File: config.mk
export PLATFORM = sky130hd
export DESIGN_NAME = apb_uart_fifo
export DESIGN_NICKNAME = d
export VERILOG_FILES = /design/src/rtl/apb_uart_fifo.sv
export SDC_FILE = /design/constraint.sdc
export NUM_CORES = 1
export LEC_CHECK = 0
export ABC_AREA = 1
export CELL_PAD_IN_SITES_DETAIL_PLACEMENT = 0
export CELL_PAD_IN_SITES_GLOBAL_PLACEMENT = 1
export CORE_UTILIZATION = 40
export CTS_CLUSTER_DIAMETER = 200
export DETAILED_ROUTE_END_ITERATION = 16
export PLACE_DENSITY_LB_ADDON = 0.1
export SLEW_MARGIN = 15
export SYNTH_ARGS = -nofsm -noshare
export SYNTH_HDL_FRONTEND = slang
export SYNTH_SLANG_ARGS = --single-unit
File: constraint.sdc
create_clock -name pclk -period 5.1 [get_ports pclk]
set_clock_uncertainty 0.05 [all_clocks]
set_input_delay 0.51 -clock pclk [delete_from_list [all_inputs] [get_ports pclk]]
set_output_delay 0.51 -clock pclk [all_outputs]
set_load 0.01 [all_outputs]
File: src/rtl/apb_uart_fifo.sv
// ---------------------------------------------------------------------------
// apb_uart_fifo
//   APB-attached UART with a TX FIFO and an RX FIFO. Software pushes
//   characters through DATA, reads received characters back through DATA,
//   watches flags in STATUS, configures the line in CTRL and sets the bit
//   period in BAUD_DIV (bit period = BAUD_DIV+1 pclk cycles).
//
//   Ports
//     pclk, prst          single clock, asynchronous active-high reset
//     paddr .. pwdata     APB request (only paddr[3:2] decoded)
//     pready, prdata,     APB response (zero wait states)
//     pslverr
//     rx                  serial input, asynchronous to pclk
//     tx                  serial output, idle high
//     uart_irq            registered level interrupt
// ---------------------------------------------------------------------------
module apb_uart_fifo #(
  parameter int ADDR_WIDTH  = 32,
  parameter int DATA_WIDTH  = 8,
  parameter int FIFO_DEPTH  = 8,
  parameter int CLK_FREQ_HZ = 125000000,
  parameter int BAUDRATE    = 9600
) (
  input  logic                  pclk,
  input  logic                  prst,
  input  logic [ADDR_WIDTH-1:0] paddr,
  input  logic                  pselx,
  input  logic                  penable,
  input  logic                  pwrite,
  input  logic [31:0]           pwdata,
  output logic                  pready,
  output logic [31:0]           prdata,
  output logic                  pslverr,
  input  logic                  rx,
  output logic                  tx,
  output logic                  uart_irq
);

  localparam int PW = $clog2(FIFO_DEPTH);
  localparam int BW = 3;
  localparam logic [BW-1:0] LAST_BIT  = BW'(DATA_WIDTH - 1);
  localparam logic [15:0]   RESET_DIV = 16'(CLK_FREQ_HZ / BAUDRATE - 1);

  typedef enum logic [2:0] {IDLE, START, DATA, PARITY, STOP} uartState_t;

  // -------------------------------------------------------------------------
  // Configuration and sticky status registers
  // -------------------------------------------------------------------------
  logic [5:0]  r_ctrl;
  logic [15:0] r_baudDiv;
  logic        r_parityErr;
  logic        r_frameErr;
  logic        r_overrun;
  logic        r_irq;

  logic w_txEn, w_rxEn, w_parityEn, w_parityOdd, w_rxIrqEn, w_txIrqEn;
  assign w_txEn      = r_ctrl[0];
  assign w_rxEn      = r_ctrl[1];
  assign w_parityEn  = r_ctrl[2];
  assign w_parityOdd = r_ctrl[3];
  assign w_rxIrqEn   = r_ctrl[4];
  assign w_txIrqEn   = r_ctrl[5];

  // -------------------------------------------------------------------------
  // APB decode
  // -------------------------------------------------------------------------
  logic w_access, w_wr, w_rd;
  logic w_selData, w_selStatus, w_selCtrl, w_selBaud;
  assign w_access    = pselx & penable;
  assign w_wr        = w_access & pwrite;
  assign w_rd        = w_access & ~pwrite;
  assign w_selData   = (paddr[3:2] == 2'd0);
  assign w_selStatus = (paddr[3:2] == 2'd1);
  assign w_selCtrl   = (paddr[3:2] == 2'd2);
  assign w_selBaud   = (paddr[3:2] == 2'd3);
  assign pready      = 1'b1;

  logic w_unused;
  assign w_unused = ^{paddr[ADDR_WIDTH-1:4], paddr[1:0], pwdata[31:16]};

  // -------------------------------------------------------------------------
  // TX FIFO: pointers carry one extra wrap bit so full and empty are exact
  // -------------------------------------------------------------------------
  logic [DATA_WIDTH-1:0] r_txMem [FIFO_DEPTH];
  logic [PW:0]           r_txWptr, r_txRptr;
  logic                  w_txEmpty, w_txFull, w_txPush, w_txPushReq, w_txPop;
  logic [DATA_WIDTH-1:0] w_txHead;

  assign w_txEmpty   = (r_txWptr == r_txRptr);
  assign w_txFull    = (r_txWptr[PW] != r_txRptr[PW]) &&
                       (r_txWptr[PW-1:0] == r_txRptr[PW-1:0]);
  assign w_txHead    = r_txMem[r_txRptr[PW-1:0]];
  assign w_txPushReq = w_wr & w_selData;
  // A pop in the same cycle frees a slot, so a push into a full FIFO is kept
  assign w_txPush    = w_txPushReq & (~w_txFull | w_txPop);

  always_ff @(posedge pclk or posedge prst) begin
    if (prst) begin
      r_txWptr <= '0;
      r_txRptr <= '0;
    end else begin
      if (w_txPush) r_txWptr <= r_txWptr + 1'b1;
      if (w_txPop)  r_txRptr <= r_txRptr + 1'b1;
    end
  end

  always_ff @(posedge pclk) begin
    if (w_txPush) r_txMem[r_txWptr[PW-1:0]] <= pwdata[DATA_WIDTH-1:0];
  end

  // -------------------------------------------------------------------------
  // RX FIFO
  // -------------------------------------------------------------------------
  logic [DATA_WIDTH-1:0] r_rxMem [FIFO_DEPTH];
  logic [PW:0]           r_rxWptr, r_rxRptr;
  logic                  w_rxEmpty, w_rxFull, w_rxPush, w_rxPopReq, w_rxPop;
  logic [DATA_WIDTH-1:0] w_rxHead;
  logic                  r_rxPushReq;
  logic [DATA_WIDTH-1:0] r_rxData;

  assign w_rxEmpty  = (r_rxWptr == r_rxRptr);
  assign w_rxFull   = (r_rxWptr[PW] != r_rxRptr[PW]) &&
                      (r_rxWptr[PW-1:0] == r_rxRptr[PW-1:0]);
  assign w_rxHead   = r_rxMem[r_rxRptr[PW-1:0]];
  assign w_rxPopReq = w_rd & w_selData;
  assign w_rxPop    = w_rxPopReq & ~w_rxEmpty;
  assign w_rxPush   = r_rxPushReq & (~w_rxFull | w_rxPop);

  always_ff @(posedge pclk or posedge prst) begin
    if (prst) begin
      r_rxWptr <= '0;
      r_rxRptr <= '0;
    end else begin
      if (w_rxPush) r_rxWptr <= r_rxWptr + 1'b1;
      if (w_rxPop)  r_rxRptr <= r_rxRptr + 1'b1;
    end
  end

  always_ff @(posedge pclk) begin
    if (w_rxPush) r_rxMem[r_rxWptr[PW-1:0]] <= r_rxData;
  end

  // -------------------------------------------------------------------------
  // TX FSM. The divisor is latched at every bit boundary so a BAUD_DIV write
  // never stretches or truncates the bit already on the line.
  // -------------------------------------------------------------------------
  uartState_t            r_txState, w_txStateNext;
  logic [15:0]           r_txCnt, w_txCntNext;
  logic [15:0]           r_txDiv, w_txDivNext;
  logic [BW-1:0]         r_txBit, w_txBitNext;
  logic [DATA_WIDTH-1:0] r_txData;
  logic                  r_tx, w_txOutNext;
  logic                  w_txBitEnd, w_txParity, w_txBusy;

  assign w_txBitEnd = (r_txCnt == r_txDiv);
  assign w_txParity = (^r_txData) ^ w_parityOdd;
  assign w_txBusy   = (r_txState != IDLE);
  assign tx         = r_tx;

  always_ff @(posedge pclk or posedge prst) begin
    if (prst) begin
      r_txState <= IDLE;
      r_txCnt   <= '0;
      r_txDiv   <= RESET_DIV;
      r_txBit   <= '0;
      r_txData  <= '0;
      r_tx      <= 1'b1;
    end else begin
      r_txState <= w_txStateNext;
      r_txCnt   <= w_txCntNext;
      r_txDiv   <= w_txDivNext;
      r_txBit   <= w_txBitNext;
      r_tx      <= w_txOutNext;
      if (w_txPop) r_txData <= w_txHead;
    end
  end

  // tx is registered from the next-state decode, so the line changes on the
  // same edge the FSM enters each state.
  always_comb begin
    w_txStateNext = r_txState;
    w_txCntNext   = r_txCnt + 16'd1;
    w_txDivNext   = r_txDiv;
    w_txBitNext   = r_txBit;
    w_txOutNext   = r_tx;
    w_txPop       = 1'b0;
    case (r_txState)
      IDLE: begin
        w_txCntNext = '0;
        w_txDivNext = r_baudDiv;
        w_txBitNext = '0;
        w_txOutNext = 1'b1;
        if (w_txEn && !w_txEmpty) begin
          w_txPop       = 1'b1;
          w_txStateNext = START;
          w_txOutNext   = 1'b0;
        end
      end
      START: begin
        if (w_txBitEnd) begin
          w_txStateNext = DATA;
          w_txCntNext   = '0;
          w_txDivNext   = r_baudDiv;
          w_txBitNext   = '0;
          w_txOutNext   = r_txData[0];
        end
      end
      DATA: begin
        if (w_txBitEnd) begin
          w_txCntNext = '0;
          w_txDivNext = r_baudDiv;
          if (r_txBit == LAST_BIT) begin
            if (w_parityEn) begin
              w_txStateNext = PARITY;
              w_txOutNext   = w_txParity;
            end else begin
              w_txStateNext = STOP;
              w_txOutNext   = 1'b1;
            end
          end else begin
            w_txBitNext = r_txBit + BW'(1);
            w_txOutNext = r_txData[r_txBit + BW'(1)];
          end
        end
      end
      PARITY: begin
        if (w_txBitEnd) begin
          w_txStateNext = STOP;
          w_txCntNext   = '0;
          w_txDivNext   = r_baudDiv;
          w_txOutNext   = 1'b1;
        end
      end
      STOP: begin
        if (w_txBitEnd) begin
          w_txStateNext = IDLE;
          w_txCntNext   = '0;
          w_txDivNext   = r_baudDiv;
          w_txOutNext   = 1'b1;
        end
      end
      default: begin
        w_txStateNext = IDLE;
        w_txOutNext   = 1'b1;
      end
    endcase
  end

  // -------------------------------------------------------------------------
  // RX synchronizer and falling-edge detect
  // -------------------------------------------------------------------------
  logic r_rxSync1, r_rxSync2, r_rxPrev;
  logic w_rxLine, w_rxFall;
  assign w_rxLine = r_rxSync2;
  assign w_rxFall = r_rxPrev & ~r_rxSync2;

  always_ff @(posedge pclk or posedge prst) begin
    if (prst) begin
      r_rxSync1 <= 1'b1;
      r_rxSync2 <= 1'b1;
      r_rxPrev  <= 1'b1;
    end else begin
      r_rxSync1 <= rx;
      r_rxSync2 <= r_rxSync1;
      r_rxPrev  <= r_rxSync2;
    end
  end

  // -------------------------------------------------------------------------
  // RX FSM. START samples at half a bit; every later sample is a full bit
  // later, which lands mid-bit. A char found bad is never pushed.
  // -------------------------------------------------------------------------
  uartState_t            r_rxState, w_rxStateNext;
  logic [15:0]           r_rxCnt, w_rxCntNext;
  logic [15:0]           r_rxDiv, w_rxDivNext;
  logic [BW-1:0]         r_rxBit, w_rxBitNext;
  logic [DATA_WIDTH-1:0] w_rxDataNext;
  logic                  r_rxParBad, w_rxParBadNext;
  logic                  w_rxPushReqNext, w_parSet, w_frameSet;
  logic                  w_rxBitEnd, w_rxParityExp;

  assign w_rxBitEnd    = (r_rxCnt == r_rxDiv);
  assign w_rxParityExp = (^r_rxData) ^ w_parityOdd;

  always_ff @(posedge pclk or posedge prst) begin
    if (prst) begin
      r_rxState   <= IDLE;
      r_rxCnt     <= '0;
      r_rxDiv     <= RESET_DIV;
      r_rxBit     <= '0;
      r_rxData    <= '0;
      r_rxParBad  <= 1'b0;
      r_rxPushReq <= 1'b0;
    end else begin
      r_rxState   <= w_rxStateNext;
      r_rxCnt     <= w_rxCntNext;
      r_rxDiv     <= w_rxDivNext;
      r_rxBit     <= w_rxBitNext;
      r_rxData    <= w_rxDataNext;
      r_rxParBad  <= w_rxParBadNext;
      r_rxPushReq <= w_rxPushReqNext;
    end
  end

  always_comb begin
    w_rxStateNext   = r_rxState;
    w_rxCntNext     = r_rxCnt + 16'd1;
    w_rxDivNext     = r_rxDiv;
    w_rxBitNext     = r_rxBit;
    w_rxDataNext    = r_rxData;
    w_rxParBadNext  = r_rxParBad;
    w_rxPushReqNext = 1'b0;
    w_parSet        = 1'b0;
    w_frameSet      = 1'b0;
    case (r_rxState)
      IDLE: begin
        w_rxCntNext = '0;
        w_rxDivNext = r_baudDiv;
        if (w_rxEn && w_rxFall) begin
          w_rxStateNext  = START;
          w_rxParBadNext = 1'b0;
        end
      end
      START: begin
        if (r_rxCnt == (r_rxDiv >> 1)) begin
          w_rxCntNext = '0;
          w_rxDivNext = r_baudDiv;
          w_rxBitNext = '0;
          // A line already back high was only a glitch
          w_rxStateNext = w_rxLine ? IDLE : DATA;
        end
      end
      DATA: begin
        if (w_rxBitEnd) begin
          w_rxCntNext           = '0;
          w_rxDivNext           = r_baudDiv;
          w_rxDataNext[r_rxBit] = w_rxLine;
          if (r_rxBit == LAST_BIT) begin
            w_rxStateNext = w_parityEn ? PARITY : STOP;
          end else begin
            w_rxBitNext = r_rxBit + BW'(1);
          end
        end
      end
      PARITY: begin
        if (w_rxBitEnd) begin
          w_rxCntNext   = '0;
          w_rxDivNext   = r_baudDiv;
          w_rxStateNext = STOP;
          if (w_rxLine != w_rxParityExp) begin
            w_parSet       = 1'b1;
            w_rxParBadNext = 1'b1;
          end
        end
      end
      STOP: begin
        if (w_rxBitEnd) begin
          w_rxCntNext   = '0;
          w_rxDivNext   = r_baudDiv;
          w_rxStateNext = IDLE;
          if (!w_rxLine) begin
            w_frameSet = 1'b1;
          end else if (!r_rxParBad) begin
            w_rxPushReqNext = 1'b1;
          end
        end
      end
      default: begin
        w_rxStateNext = IDLE;
      end
    endcase
  end

  // -------------------------------------------------------------------------
  // Register writes and sticky errors. A new error in the same cycle as a
  // write-1-to-clear wins, so no event is ever silently lost.
  // -------------------------------------------------------------------------
  logic [2:0] w_clr;
  logic       w_overSet;
  assign w_clr     = (w_wr && w_selStatus) ? pwdata[7:5] : 3'b000;
  assign w_overSet = r_rxPushReq & ~w_rxPush;

  always_ff @(posedge pclk or posedge prst) begin
    if (prst) begin
      r_ctrl      <= 6'h03;
      r_baudDiv   <= RESET_DIV;
      r_parityErr <= 1'b0;
      r_frameErr  <= 1'b0;
      r_overrun   <= 1'b0;
    end else begin
      if (w_wr && w_selCtrl) r_ctrl    <= pwdata[5:0];
      if (w_wr && w_selBaud) r_baudDiv <= pwdata[15:0];
      r_parityErr <= (r_parityErr & ~w_clr[0]) | w_parSet;
      r_frameErr  <= (r_frameErr  & ~w_clr[1]) | w_frameSet;
      r_overrun   <= (r_overrun   & ~w_clr[2]) | w_overSet;
    end
  end

  logic [7:0] w_status;
  assign w_status = {r_overrun, r_frameErr, r_parityErr, w_txBusy,
                     w_txFull, w_txEmpty, w_rxFull, w_rxEmpty};

  // Interrupt is registered from the current flags
  always_ff @(posedge pclk or posedge prst) begin
    if (prst) begin
      r_irq <= 1'b0;
    end else begin
      r_irq <= (w_rxIrqEn & (~w_rxEmpty | r_parityErr | r_frameErr | r_overrun)) |
               (w_txIrqEn & w_txEmpty & ~w_txBusy);
    end
  end
  assign uart_irq = r_irq;

  // -------------------------------------------------------------------------
  // Read mux and error response
  // -------------------------------------------------------------------------
  always_comb begin
    prdata = '0;
    if (w_rd) begin
      case (paddr[3:2])
        2'd0:    prdata = w_rxEmpty ? 32'd0 : 32'(w_rxHead);
        2'd1:    prdata = 32'(w_status);
        2'd2:    prdata = 32'(r_ctrl);
        default: prdata = 32'(r_baudDiv);
      endcase
    end
  end

  assign pslverr = (w_txPushReq & ~w_txPush) | (w_rxPopReq & w_rxEmpty);

endmodule

==> reports/results.tsv <==
metric	value	unit
status	finished clean	
CTS clk-pin slew, worst paths	0.06	ns
Hold WC Path Type	in2async	
Iteration-0 DRC Markers	622	
gr usage total	18.9	%
first-pass GRT wire length	49200	um
Yosys reg bits	268	
number of I/O pins	106	
Max-Cap Viols	0	
row cnt	65	
RR Endpoint	r_txMem[6][2]	
reg2reg start	r_txRptr[1]	
DR WL/cell	16.2	um
crit end category	output pin	
utilization after layout	46.5	%
switching fraction of total power	36.7	%
Post-synth EDFFs	128	
RePlAce Congestion	0.797	
TritonCTS Sinks	268	
Ys Warns	0	
post-synth top area share	29.8	%
Slew headroom	22.9	%
DRC	0	
Final Hold Fails	0	
ys async rst share	52.2	%
buffer count from post-CTS setup fixing	0	
Tmin final	4.12	ns
reg2reg path depth	9	
vias in the first global route	8904	
Top FF cell, synth	edfxtp_1	
Critical Path Start Type	flop	
RSZ-0062 raised after global routing	no	
top-count cell post-synth	nand2_1	
TritonCTS clock tree	yes	
PortBufs	42	
Clk pwr share	30.1	%
WS Path Type	reg2out	
hold buffer count at CTS	0	
P&R area growth vs syn	14.1	%
HPWL after DPL	21100	um
Yosys top cell by area	edfxtp_1	
Power Density	515	mW/mm^2
Max Transition Viols Final	0	
CP Max Fanout	20	
die area	0.0329	mm^2
Int Power	4.80	mW
Pleak	6.04	nW
Root Buffer	clkbuf_16	
GR Overflow Total	0	
initial antenna violation count	0	
final wirelength	30400	um
maximum vdd drop	0.000283	V
# setup viols final	0	
Synth Instances	1404	
pin count of the biggest net entering global routing	53	
Req. time, crit path	4.54	ns
switching power	2.78	mW
Final WS setup	0.985	ns
sequential-to-total area share from yosys stat	57.4	%
Die Span Y	181	um
pre-CTS setup slack	1.51	ns
Netlist cell types	48	
reg2reg setup slack	1.87	ns
Tcrit/Tclk final	80.7	%
Combinational Power Share	29.7	%
setup TNS	0	ns
fmax	0.243	GHz
Die Wd	181	um
Max clock buf depth	3	
Initial Util	40.7	%
Diodes inserted	0	
number of routed nets with antenna violations	0	
Synth Area per Inst	9.18	um^2
most frequent cells after synthesis	nand2_1 (330), nor2_1 (166), o21ai_0 (139)	
Vias	9187	
core box area	0.0316	mm^2
worst-margin pin slew	1.15	ns
Pre-antenna DRT Iters	5	
final-stage net count	1527	
clock latency on the worst-skew pair	0.57	ns
sequential power share	40.2	%
H-Tree Level Count	1	
CTS Buf Count	31	
Arrival @ worst endpoint	3.56	ns
Vias per Instance	4.90	
Synth Cell Area	0.0129	mm^2
top post-synthesis cells by area	edfxtp_1 (30%), dfrtp_1 (21%), nand2_1 (9.6%)	
layout cells sized above 1	9.99	%
PostCTS Resize Cnt	0	
area by class of cell:
class                      instances  area, um^2
clock buffer                      41         865
clock inverter                    17         203
inverter                         141         534
fill                            3081       16900
timing repair buffer              59         548
multi-input combinational        946        4650
sequential                       268        7390
tap                              402         503
placed cells by master, fill, tap and decap left out, drive strengths merged:
cell	n
nand3	58
clkbuf	41
dfrtp	107
nand2	334
and2	1
o221ai	8
o21a	5
nand3b	5
o22ai	26
inv	140
and3	1
bufinv	4
o41ai	1
o21ai	161
or2	3
buf	17
nor3	30
a21boi	1
nand4	7
ha	10
nor2	172
clkinvlp	3
o31ai	2
a22oi	2
nor4	4
clkdlybuf4s50	42
edfxtp	128
conb	17
xnor2	15
dfstp	33
clkinv	11
a21oi	31
nor3b	1
a31oi	7
xor2	44
registers in the layout, indices dropped and copies added, names as in the netlist, 3 cells and up:
register and count:
r_baudDiv 16, r_ctrl 6, r_rxBit 3, r_rxCnt 16, r_rxData 8, r_rxDiv 16, r_rxMem 64, r_rxRptr 4
r_rxState 3, r_rxWptr 4, r_txBit 3, r_txCnt 16, r_txData 8, r_txDiv 16, r_txMem 64, r_txRptr 4
r_txState 3, r_txWptr 4
worst max-delay path by stage:
stage | cells past startpoint | end | startpoint
final | 9 | pslverr | r_txRptr[1]
after global routing | 9 | pslverr | r_txRptr[1]
after CTS | 9 | pslverr | r_txRptr[1]
after detailed placement | 7 | r_rxMem[4][2] | penable
after global placement | 7 | r_rxMem[4][2] | penable
after floorplan | 1 | r_baudDiv[10] | prst
through the flow:
step | hold slack [ns] | instance area [um^2] | power (mW) | cells
CTS | 0.277 | 14700 | 7.68 | 1874
global route | 0.301 | 14700 | 8.14 | 1874
detailed placement | 0.297 | 13600 | 5.37 | 1816
floorplan | 0.295 | 12900 | 4.79 | 1419
finish | 0.305 | 14700 | 7.57 | 1874
global placement | 0.296 | 13600 | 5.35 | 1816
power by group through the flow:
stage                     sequential (mW)  combinational [mW]  clock, mW
after floorplan                      2.87                1.93          0
after global placement               3.09                2.26          0
after detailed placement             3.10                2.28          0
after CTS                            3.06                2.29       2.34
after global routing                 3.10                2.61       2.43
final                                3.05                2.25       2.28
logic make-up (layout without fill, tap and decap cells):
| logic type | Yosys count | in the layout | synth area share [%] |
|---|---|---|---|
| AO/OA/AOI/OAI | 244 | 244 | 10.8 |
| XOR/XNOR | 59 | 59 | 4.01 |
| adder cells (fa/ha/maj) | 10 | 10 | 0.971 |
| buffers and inverters | 205 | 258 | 6.97 |
| flip-flops | 268 | 268 | 57.4 |
| other | 2 | 17 | 0.0583 |
| AND/OR/NAND/NOR | 616 | 616 | 19.9 |
worst max-delay path, cell delays in order (launching register included):
cell	delay (ns)
dfrtp_1	0.78
inv_1	0.50
nand2_1	0.15
nand4_1	0.17
nor2_1	0.12
nand2_1	0.11
nand3_2	0.14
nand2_2	0.09
o22ai_1	0.30
clkdlybuf4s50_1	0.61
per-layer routing:
layer	up-vias	part of all wire (%)	track usage, %
li1	4699	-	-
met1	4306	48	27.1
met2	147	46	30.4
met3	35	3.5	2.41
met4	0	1.7	4.68
met5	-	0	0
Power figures use the tool's default switching activity.
